**config.mk**
```make
export PLATFORM = sky130hd
export DESIGN_NAME = key_history_display
export DESIGN_NICKNAME = d
export VERILOG_FILES = /design/src/rtl/keyscan_pkg.sv /design/src/rtl/display_mux.sv /design/src/rtl/key_history_display.sv
export SDC_FILE = /design/constraint.sdc
export NUM_CORES = 1
export LEC_CHECK = 0
export CORE_MARGIN = 4
export CORE_UTILIZATION = 40
export CTS_CLUSTER_SIZE = 40
export DETAILED_ROUTE_END_ITERATION = 7
export GPL_TIMING_DRIVEN = 0
export PLACE_DENSITY_LB_ADDON = 0.25
export SYNTH_ARGS = -nofsm -noshare
export SYNTH_HDL_FRONTEND = slang
export SYNTH_HIERARCHICAL = 1
export SYNTH_SLANG_ARGS = --single-unit
export TNS_END_PERCENT = 50
```
**constraint.sdc**
```tcl
create_clock -name clk -period 5.3 [get_ports clk]
set_input_delay 0.795 -clock clk [delete_from_list [all_inputs] [get_ports clk]]
set_output_delay 0.795 -clock clk [all_outputs]
set_load 0.005 [all_outputs]
```
**src/rtl/keyscan_pkg.sv**
```systemverilog
// Shared keypad-display types and the hex to 7-segment (gfedcba, active-low) decode table.
package keyscan_pkg;

  typedef logic [6:0] seg7_t;

  localparam seg7_t SEG_BLANK = 7'h7F;

  function automatic seg7_t hex2seg(input logic [3:0] h);
    seg7_t s;
    case (h)
      4'h0:    s = 7'b1000000;
      4'h1:    s = 7'b1111001;
      4'h2:    s = 7'b0100100;
      4'h3:    s = 7'b0110000;
      4'h4:    s = 7'b0011001;
      4'h5:    s = 7'b0010010;
      4'h6:    s = 7'b0000010;
      4'h7:    s = 7'b1111000;
      4'h8:    s = 7'b0000000;
      4'h9:    s = 7'b0010000;
      4'hA:    s = 7'b0001000;
      4'hB:    s = 7'b0000011;
      4'hC:    s = 7'b1000110;
      4'hD:    s = 7'b0100001;
      4'hE:    s = 7'b0000110;
      default: s = 7'b0001110;
    endcase
    return s;
  endfunction

endpackage

```
**src/rtl/display_mux.sv**
```systemverilog
// Digit-slot sequencer: a free-running slot counter that steps the selected display
// on each wrap, and flags the anti-ghosting window at the start of every slot.
module display_mux
  import keyscan_pkg::*;
#(
  parameter int M            = 2,
  parameter int REFRESH_BITS = 10,
  parameter int BLANK        = 4,
  localparam int SEL_W       = (M > 1) ? $clog2(M) : 1
) (
  input  logic             clk,
  input  logic             reset,
  output logic [SEL_W-1:0] sel,
  output logic             blank
);

  localparam logic [REFRESH_BITS-1:0] BLANK_C = REFRESH_BITS'(BLANK);
  localparam logic [SEL_W-1:0]        SEL_MAX = SEL_W'(M - 1);

  logic [REFRESH_BITS-1:0] cnt_q, cnt_d;
  logic [SEL_W-1:0]        sel_q, sel_d;

  always_comb begin
    cnt_d = cnt_q + 1'b1;
    sel_d = sel_q;
    if (&cnt_q) begin
      if (sel_q == SEL_MAX) sel_d = '0;
      else                  sel_d = sel_q + 1'b1;
    end
  end

  always_ff @(posedge clk) begin
    if (!reset) begin
      cnt_q <= '0;
      sel_q <= '0;
    end else begin
      cnt_q <= cnt_d;
      sel_q <= sel_d;
    end
  end

  assign sel   = sel_q;
  assign blank = (cnt_q < BLANK_C);

endmodule

```
**src/rtl/key_history_display.sv**
```systemverilog
// Shifts debounced key codes into an M-digit history (newest at display 0) and
// multiplexes it onto common-anode 7-segment displays through registered outputs.
module key_history_display
  import keyscan_pkg::*;
#(
  parameter int M            = 2,
  parameter int REFRESH_BITS = 10,
  parameter int BLANK        = 4
) (
  input  logic         clk,
  input  logic         reset,
  input  logic         key_valid,
  input  logic [3:0]   key_code,
  input  logic         clear,
  output logic [6:0]   seg,
  output logic [M-1:0] anode
);

  localparam int SEL_W = (M > 1) ? $clog2(M) : 1;

  logic [SEL_W-1:0] sel;
  logic             blank;

  logic [3:0]   digit_q [M];
  logic [3:0]   digit_d [M];
  logic [M-1:0] dvalid_q, dvalid_d;
  seg7_t        seg_q, seg_d;
  logic [M-1:0] anode_q, anode_d;

  display_mux #(
    .M            (M),
    .REFRESH_BITS (REFRESH_BITS),
    .BLANK        (BLANK)
  ) u_mux (
    .clk   (clk),
    .reset (reset),
    .sel   (sel),
    .blank (blank)
  );

  // Clear lands before the insert so a same-cycle press survives as the only valid digit.
  always_comb begin
    digit_d  = digit_q;
    dvalid_d = dvalid_q;
    if (clear) dvalid_d = '0;
    if (key_valid) begin
      for (int i = M - 1; i >= 1; i--) begin
        digit_d[i]  = digit_q[i-1];
        dvalid_d[i] = dvalid_d[i-1];
      end
      digit_d[0]  = key_code;
      dvalid_d[0] = 1'b1;
    end
  end

  always_comb begin
    seg_d   = SEG_BLANK;
    anode_d = '1;
    if (!blank && dvalid_q[sel]) begin
      seg_d        = hex2seg(digit_q[sel]);
      anode_d[sel] = 1'b0;
    end
  end

  always_ff @(posedge clk) begin
    if (!reset) begin
      for (int i = 0; i < M; i++) digit_q[i] <= 4'h0;
      dvalid_q <= '0;
      seg_q    <= SEG_BLANK;
      anode_q  <= '1;
    end else begin
      digit_q  <= digit_d;
      dvalid_q <= dvalid_d;
      seg_q    <= seg_d;
      anode_q  <= anode_d;
    end
  end

  assign seg   = seg_q;
  assign anode = anode_q;

endmodule
```
==> qor.csv, run 1 <==
metric;value;unit
Most used DFF post-synth;dfxtp_1;
sequential element share of the synthesized area;42.59;%
critical path launch point type;flop;
delay-heaviest family, CP;flip-flops;
Reg2Reg Depth;8;
number of flops mapped to enable cells by yosys;0;
Post-Route WL;2.539;mm
drc violations;0;
number of port buffers;15;
largest net degree at the start of global routing;11;
Yosys warnings;6;
Cell Chain, Critical Path;buf_6, mux2_2, inv_1, ha_1, nor2b_1, nor3b_1, o22a_1, o21ai_0;
RSZ-0062 raised after global routing;no;
Post-Synth XOR/XNOR Area;2.484;%
initial antenna violation count;0;
Worst Path Required;5550;ps
# rows;21;
Async SR Flop Fraction;0;%
root buffer cell;clkbuf_4;
hpwl dp;1.869;mm
global-route wire length before repair;4.471;mm
Post-DRT Antenna Nets;0;
RR Endpoint;seg[3];
TNS Setup;0;ps
fin crit share;38.68;%
Die Y;67.38;um
Pre-antenna DRT Iters;4;
status;completed;
I/O Pins;17;
Worst Hold Class;flop to flop;
worst reg2reg setup slack;3250;ps
hold violation count in the final report;0;
CTS tree;done;
CP Max Fanout;10;
ANT cells;0;
gpl congestion;0.8544;
Die Width;67.38;um
Critical path origin;u_mux/sel;
#FFs+latches synth;30;
Slowest-stage cell, CP;dfxtp_1;
Final nets;177;
Buf+Inv Stages, Crit Path;2;
DR vias;1066;
Compound-Gate Fraction of Synth Area;11.62;%
# Post-CTS Setup Buffers;0;
Final Util;50.52;%
CTS Hold Buffers Added;0;
core area;3363;um2
first-iteration detailed-routing DRC count;40;
vias in the first global route;1013;
Slew @ Worst Pin;457.4;ps
WP data arrival;2300;ps
Clock Sinks;30;
Final Skew;5.976;ps
total CTS buffers;5;
fillcell total;337;
post-synth net total;155;
Yosys cell types;38;
Critical Path Sink Type;flop;
Area growth, synth to finish;20.50;%
post-synthesis simple-gate area fraction;21.47;%
MaxCap Viol Count;0;
initial core utilization;41.93;%
largest family of logic cells by synthesized area;simple AND/OR/NAND/NOR gates;
mux cell area share after synthesis;12.33;%
Clock Path Buffers;2;
Leak;0.0006231;uW
hold_sp;dvalid_q[1];
post_cts resized;0;
Hold Path Depth;1;
Syn Inst Count;140;
die area;4539;um2
Worst-Skew Late Latency;330;ps
GRT Util Overall;13.43;%
Setup CP Type;flop to flop;
Largest stage delay, worst path;440;ps
post-route cell area;1699;um2
layout cell share with drive strength beyond 1;11.11;%
Power Dens Cells;275.0;nW/um2
Max-Slew Margin vs Limit;68.63;%
worst r2r src;u_mux/sel;
Min Clock Period, post-route;2050;ps
Fmax;0.4878;GHz
mapped cell area;1410;um2
Max VDD drop;0.1721;mV
H-tree levels;2;
adder-cell area share of the yosys netlist;6.211;%
dpl cell area;1618;um2
Clock transition at path regs;90;ps
final setup fails;0;
Vias per Instance;5.125;
overflow left after global routing;0;
drt wl/cell;12.21;um
worst hold path endpoint;anode[1];
Max Slew Vio Count;0;
Avg Cell Area, Syn;10.07;um2
==> worst max path at each step <==
stage,to,depth (start not counted)
final,seg[3],8
after global routing,seg[3],8
after CTS,seg[3],8
after detailed placement,seg[6],3
after global placement,seg[6],3
after floorplan,seg[0],6
==> synthesized netlist by cell type (2+ instances only) <==
master	number	area share [%]
nand3_1	4	1.4
xnor2_1	2	1.2
or3_1	4	1.8
xor2_1	2	1.2
nor3b_1	2	1.1
a21oi_1	9	3.2
or4_1	4	2.1
nand4_1	2	0.89
o31ai_1	3	1.6
dfxtp_1	30	43
o21ai_0	4	1.4
o221ai_1	4	2.5
nor2b_1	12	5.3
nor2_1	5	1.3
ha_1	7	6.2
mux2i_1	14	9.9
inv_1	4	1.1
nand2b_1	2	0.89
nand2_1	5	1.3
mux2_2	3	2.4
==> per-stage QoR <==
step / hold WS (ps) / total power, uW / worst slack, ps / std cells
2_1_floorplan: 405.5 / 271.7 / 3534 / 140
5_1_grt: 488.9 / 488.9 / 3078 / 208
3_3_place_gp: 436.3 / 283.3 / 3234 / 201
6_report: 444.5 / 467.3 / 3250 / 208
4_1_cts: 445.5 / 473.3 / 3247 / 208
3_5_place_dp: 423.3 / 285.5 / 3210 / 201
==> final cells by class <==
| cell class | count | area [um2] | share of cell area, % |
|---|---|---|---|
| Buffer | 4 | 27.53 | 1.620 |
| Clock buffer | 6 | 51.30 | 3.019 |
| Clock inverter | 1 | 30.03 | 1.767 |
| Inverter | 5 | 18.77 | 1.105 |
| Multi-Input combinational cell | 101 | 763.2 | 44.92 |
| Sequential cell | 30 | 600.6 | 35.35 |
| Tap cell | 46 | 57.56 | 3.387 |
| Timing Repair Buffer | 15 | 150.1 | 8.837 |
==> power breakdown <==
group	switching (uW)	leakage, uW	total (uW)	internal, uW
clock	77.4	0.0000443	187	110
sequential	4.99	0.000244	236	231
combinational	21.3	0.000335	43.7	22.4
total	104	0.000623	467	364
==> worst reg2reg max path, stage by stage, from the launching register on <==
cell and delay [ps]:
dfxtp_1 440, buf_6 180, mux2_2 420, inv_1 130, ha_1 250, nor2b_1 170, nor3b_1 70, o22a_1 150
o21ai_0 160
==> routing by layer <==
metal	GRT usage, %	wire length, um
met2	20.49	1112
met3	5.824	131
met4	6.835	51
met5	0	0
met1	15.96	1244
==> state kept, by name, summed over array words and instances, names as in the netlist <==
signal and count:
anode 2, u_mux/sel 1, u_mux/cnt_q 10, dvalid_q 2, digit_q 8, seg 7
==> layout by cell type, fill, tap and decap left out, types with 5 or more instances in the layout <==
| cell type | count |
|---|---|
| ha_1 | 7 |
| mux2i_1 | 14 |
| clkdlybuf4s50_1 | 15 |
| nand2_1 | 5 |
| nor2b_1 | 12 |
| dfxtp_1 | 30 |
| nor2_1 | 5 |
| clkbuf_4 | 5 |
| a21oi_1 | 9 |
==> kinds of logic after synthesis <==
kind of cell,count (synthesis)
AO/OA/AOI/OAI,25
adder cells (fa/ha/maj),7
buffers and inverters,9
multiplexers,17
XOR/XNOR,4
flip-flops,30
AND/OR/NAND/NOR,48
Power figures use the tool's default switching activity.
==> run 2, diff against run 1 <==
- clock period: 5.3 -> 1.9 ns (I/O delays scaled with it)
==> run 2 against run 1 <==
Cell area is 2.0% higher. Sequential share of layout area is 0.47 points lower. Non-clock buffer count stayed put.
==> qor.csv, run 2 (synthesis results as in run 1) <==
metric;value;unit
Clock Sinks;30;
total CTS buffers;5;
Worst Path Required;2120;ps
Clock Path Buffers;2;
Largest stage delay, worst path;380;ps
Max Slew Vio Count;0;
status;completed;
final setup fails;0;
Fmax;0.5545;GHz
CTS Hold Buffers Added;0;
Buf+Inv Stages, Crit Path;1;
Total Power;1310;uW
CTS tree;done;
Final Skew;5.131;ps
max reg flops;10;
# rows;21;
Min Clock Period, post-route;1804;ps
H-tree levels;2;
Slowest-stage cell, CP;dfxtp_4;
Cell Chain, Critical Path;buf_6, mux2_4, ha_1, or3_1, o221ai_1, nand2_1;
Power Dens Cells;756.2;nW/um2
Die Y;67.38;um
GRT Util Overall;13.63;%
drc violations;0;
initial antenna violation count;0;
initial core utilization;41.93;%
Worst-Skew Late Latency;330;ps
Final nets;177;
CP Max Fanout;10;
Critical path origin;u_mux/sel;
delay-heaviest family, CP;simple AND/OR/NAND/NOR gates;
fin cells;208;
ANT cells;0;
drt wl/cell;12.67;um
hold violation count in the final report;0;
global-route wire length before repair;4.560;mm
Inst Count DP;201;
layout cell share with drive strength beyond 1;15.43;%
WP data arrival;2020;ps
Hold Path Depth;2;
Max VDD drop;0.4831;mV
die area;4539;um2
Post-Route WL;2.636;mm
core area;3363;um2
Die Width;67.38;um
critical path launch point type;flop;
Max-Slew Margin vs Limit;66.21;%
number of cells on the critical path;6;
largest net degree at the start of global routing;11;
Setup CP Type;flop to flop;
I/O Pins;17;
Critical Path Sink Type;flop;
Clock transition at path regs;90;ps
Pre-antenna DRT Iters;4;
# Post-CTS Setup Buffers;0;
root buffer cell;clkbuf_4;
Final Util;51.53;%
Area growth, synth to finish;22.89;%
hold_sp;key_valid;
Leak;0.0006306;uW
Biggest register;u_mux/cnt_q;
overflow left after global routing;0;
commonest non-fill, non-tap cell in the layout;dfxtp_1;
Reg2Reg Depth;6;
worst r2r src;u_mux/sel;
fillcell total;341;
hold_ws;400.3;ps
vias in the first global route;1029;
worst reg2reg setup slack;100;ps
first-iteration detailed-routing DRC count;54;
Worst Hold Class;primary input to flop;
number of port buffers;15;
RSZ-0062 raised after global routing;no;
hpwl dp;1.869;mm
fin crit share;94.92;%
Post-DRT Antenna Nets;0;
MaxCap Viol Count;0;
DR vias;1097;
Slew @ Worst Pin;492.7;ps
gpl congestion;0.8544;
Vias per Instance;5.274;
most frequent cells in the layout;dfxtp_1 (29), clkdlybuf4s50_1 (15), mux2i_1 (14);
TNS Setup;0;ps
-- run 2: cell counts in the layout (fill, tap and decap cells not counted) --
Identical to the previous run, type by type.
-- run 2: metal layers --
| layer | GRT usage (%) | part of all wire [%] |
|---|---|---|
| met1 | 16.16 | 48 |
| met2 | 20.98 | 45 |
| met3 | 5.824 | 5.7 |
| met4 | 6.835 | 0.80 |
| met5 | 0 | 0 |
-- run 2: where the power goes --
part | switching (uW) | total (uW) | internal, uW
Clock | 218 | 524 | 306
Sequential | 14.4 | 659 | 644
Combinational | 62.0 | 128 | 65.9
-- run 2: layout make-up --
cell class	count	area, um2	area share (%)
tap	46	57.56	3.321
timing repair buffer	15	150.1	8.664
sequential	30	604.3	34.87
clock buffer	6	51.30	2.960
buffer	4	27.53	1.588
clock inverter	1	30.03	1.733
inverter	5	18.77	1.083
multi-input combinational	101	793.3	45.78
-- run 2: repair_timing --
item,in CTS,in global routing
endpoints found under the setup margin,4,3
resized for setup,6,5
gates cloned,0,0
-- run 2: worst paths after layout --
path,end
setup reg to reg,seg[0]
setup / recovery,seg[0]
hold reg to reg,anode[1]
hold / removal,dvalid_q[0]
-- run 2: stage by stage --
step,setup slack [ps],instance area (um2)
final,96.46,1733
after detailed placement,-120.2,1618
after global routing,4.155,1733
after CTS,11.05,1713
after global placement,-57.36,1618
after floorplan,134.2,1410
==> run 3, diff against run 2 <==
- clock period: 1.9 -> 1.7 ns (I/O delays scaled with it)
==> run 3 against run 2 <==
Flip-flop and latch count unchanged. Critical path depth increased by 1. Die area unchanged. Clock-buffer cell count increased by 2. Total power increased by 8.0%. Non-clock buffer count increased by 5. Cell area increased by 3.7%. Largest power group unchanged.
==> qor.csv, run 3 (synthesis results as in run 1) <==
metric;value;unit
Setup WS pre-CTS;-141.0;ps
Leak;0.0006570;uW
gpl congestion;0.7489;
Post-Route WL;2.681;mm
Pre-antenna DRT Iters;4;
post-route cell area;1797;um2
WP data arrival;1930;ps
drc violations;0;
GRT Util Overall;12.77;%
final setup fails;0;
Largest stage delay, worst path;440;ps
most frequent cells in the layout;dfxtp_1 (29), clkdlybuf4s50_1 (15), mux2i_1 (14);
CTS tree;done;
largest net degree at the start of global routing;11;
Area growth, synth to finish;27.42;%
Final WS setup;43.19;ps
first-iteration detailed-routing DRC count;66;
ANT cells;0;
hold violation count in the final report;0;
root buffer cell;clkbuf_4;
Setup CP Type;flop to flop;
fillcell total;340;
initial antenna violation count;0;
Max Slew Vio Count;0;
status;completed;
hold_ws;376.6;ps
Final nets;182;
critical path launch point type;flop;
vias in the first global route;1023;
Clock transition at path regs;90;ps
overflow left after global routing;0;
Slowest-stage cell, CP;dfxtp_4;
layout cell share with drive strength beyond 1;18.45;%
total CTS buffers;5;
Slew @ Worst Pin;493.5;ps
Cell Chain, Critical Path;mux2_4, inv_2, ha_4, nor2b_1, nor3b_2, o22a_1, o21ai_1;
Worst Hold Class;primary input to flop;
fin crit share;97.46;%
Die Y;67.38;um
# rows;21;
Vias per Instance;5.206;
Die Width;67.38;um
register area;604.3;um2
RSZ-0062 raised after global routing;yes;
max reg flops;10;
Min Clock Period, post-route;1657;ps
hpwl dp;1.826;mm
Worst-Skew Late Latency;330;ps
drt wl/cell;12.53;um
Power Dens Cells;787.4;nW/um2
dpl cell area;1623;um2
area of the multi-input gates;813.3;um2
H-tree levels;2;
die area;4539;um2
Biggest register;u_mux/cnt_q;
Fmax;0.6036;GHz
CP Max Fanout;11;
MaxCap Viol Count;0;
Max VDD drop;0.5817;mV
Total Power;1415;uW
Final Skew;6.244;ps
CTS Hold Buffers Added;0;
core area;3363;um2
Max-Slew Margin vs Limit;66.16;%
Clock Path Buffers;2;
Critical Path Sink Type;flop;
DR vias;1114;
Post-DRT Antenna Nets;0;
Clock Sinks;30;
global-route wire length before repair;4.326;mm
Worst Path Required;1970;ps
I/O Pins;17;
initial core utilization;41.93;%
number of port buffers;15;
commonest non-fill, non-tap cell in the layout;dfxtp_1;
run 3: timing repair:
item / 4_1_cts / 5_1_grt
pin swaps: 1 / 3
setup buffers: 1 / 5
setup endpoints to repair: 4 / 3
resized for setup: 8 / 5
run 3: final timing paths:
kind                     from           to  slack [ps]  cells after the start
hold reg to reg   dvalid_q[1]     anode[1]         450                      1
setup / recovery    u_mux/sel       seg[3]          40                      7
hold / removal      key_valid  dvalid_q[0]         380                      2
setup reg to reg    u_mux/sel       seg[3]          40                      7
run 3: power by group:
part,internal (uW),switching (uW),leakage (uW)
Combinational,82.5,73.3,0.000367
Clock,282,240,0.0000446
Sequential,720,16.5,0.000245
run 3: metal layers:
metal / global-route usage (%) / wire length [um] / up-vias / part of all wire (%)
met5: 0 / 0 / - / 0
met2: 18.77 / 1204 / 30 / 45
li1: - / - / 562 / -
met3: 3.494 / 152 / 8 / 5.7
met4: 8.608 / 68 / 0 / 2.5
met1: 16.17 / 1255 / 514 / 47
run 3: critical path, delay by kind of cell (launching register included):
family / cells / cell delay [ps]
mux: 1 / 370
compound gates: 2 / 270
flops: 1 / 440
simple gates: 2 / 240
fa+ha+maj: 1 / 160
buf+inv: 1 / 110
run 3: cell type report:
| cell class | instances | share of cell area (%) |
|---|---|---|
| multi-input combinational | 101 | 45.26 |
| inverter | 5 | 1.045 |
| clock buffer | 8 | 4.387 |
| tap | 46 | 3.203 |
| sequential | 30 | 33.64 |
| buffer | 3 | 0.9053 |
| timing repair buffer | 21 | 11.56 |
run 3: metrics by stage:
stage | cells | TNS (ps) | utilization [%]
floorplan | 140 | 0 | -
global placement | 201 | -266.3 | 48.25
detailed placement | 201 | -293.7 | 48.25
CTS | 210 | 0 | 51.56
global route | 214 | -57.64 | 53.42
finish | 214 | 0 | 53.42
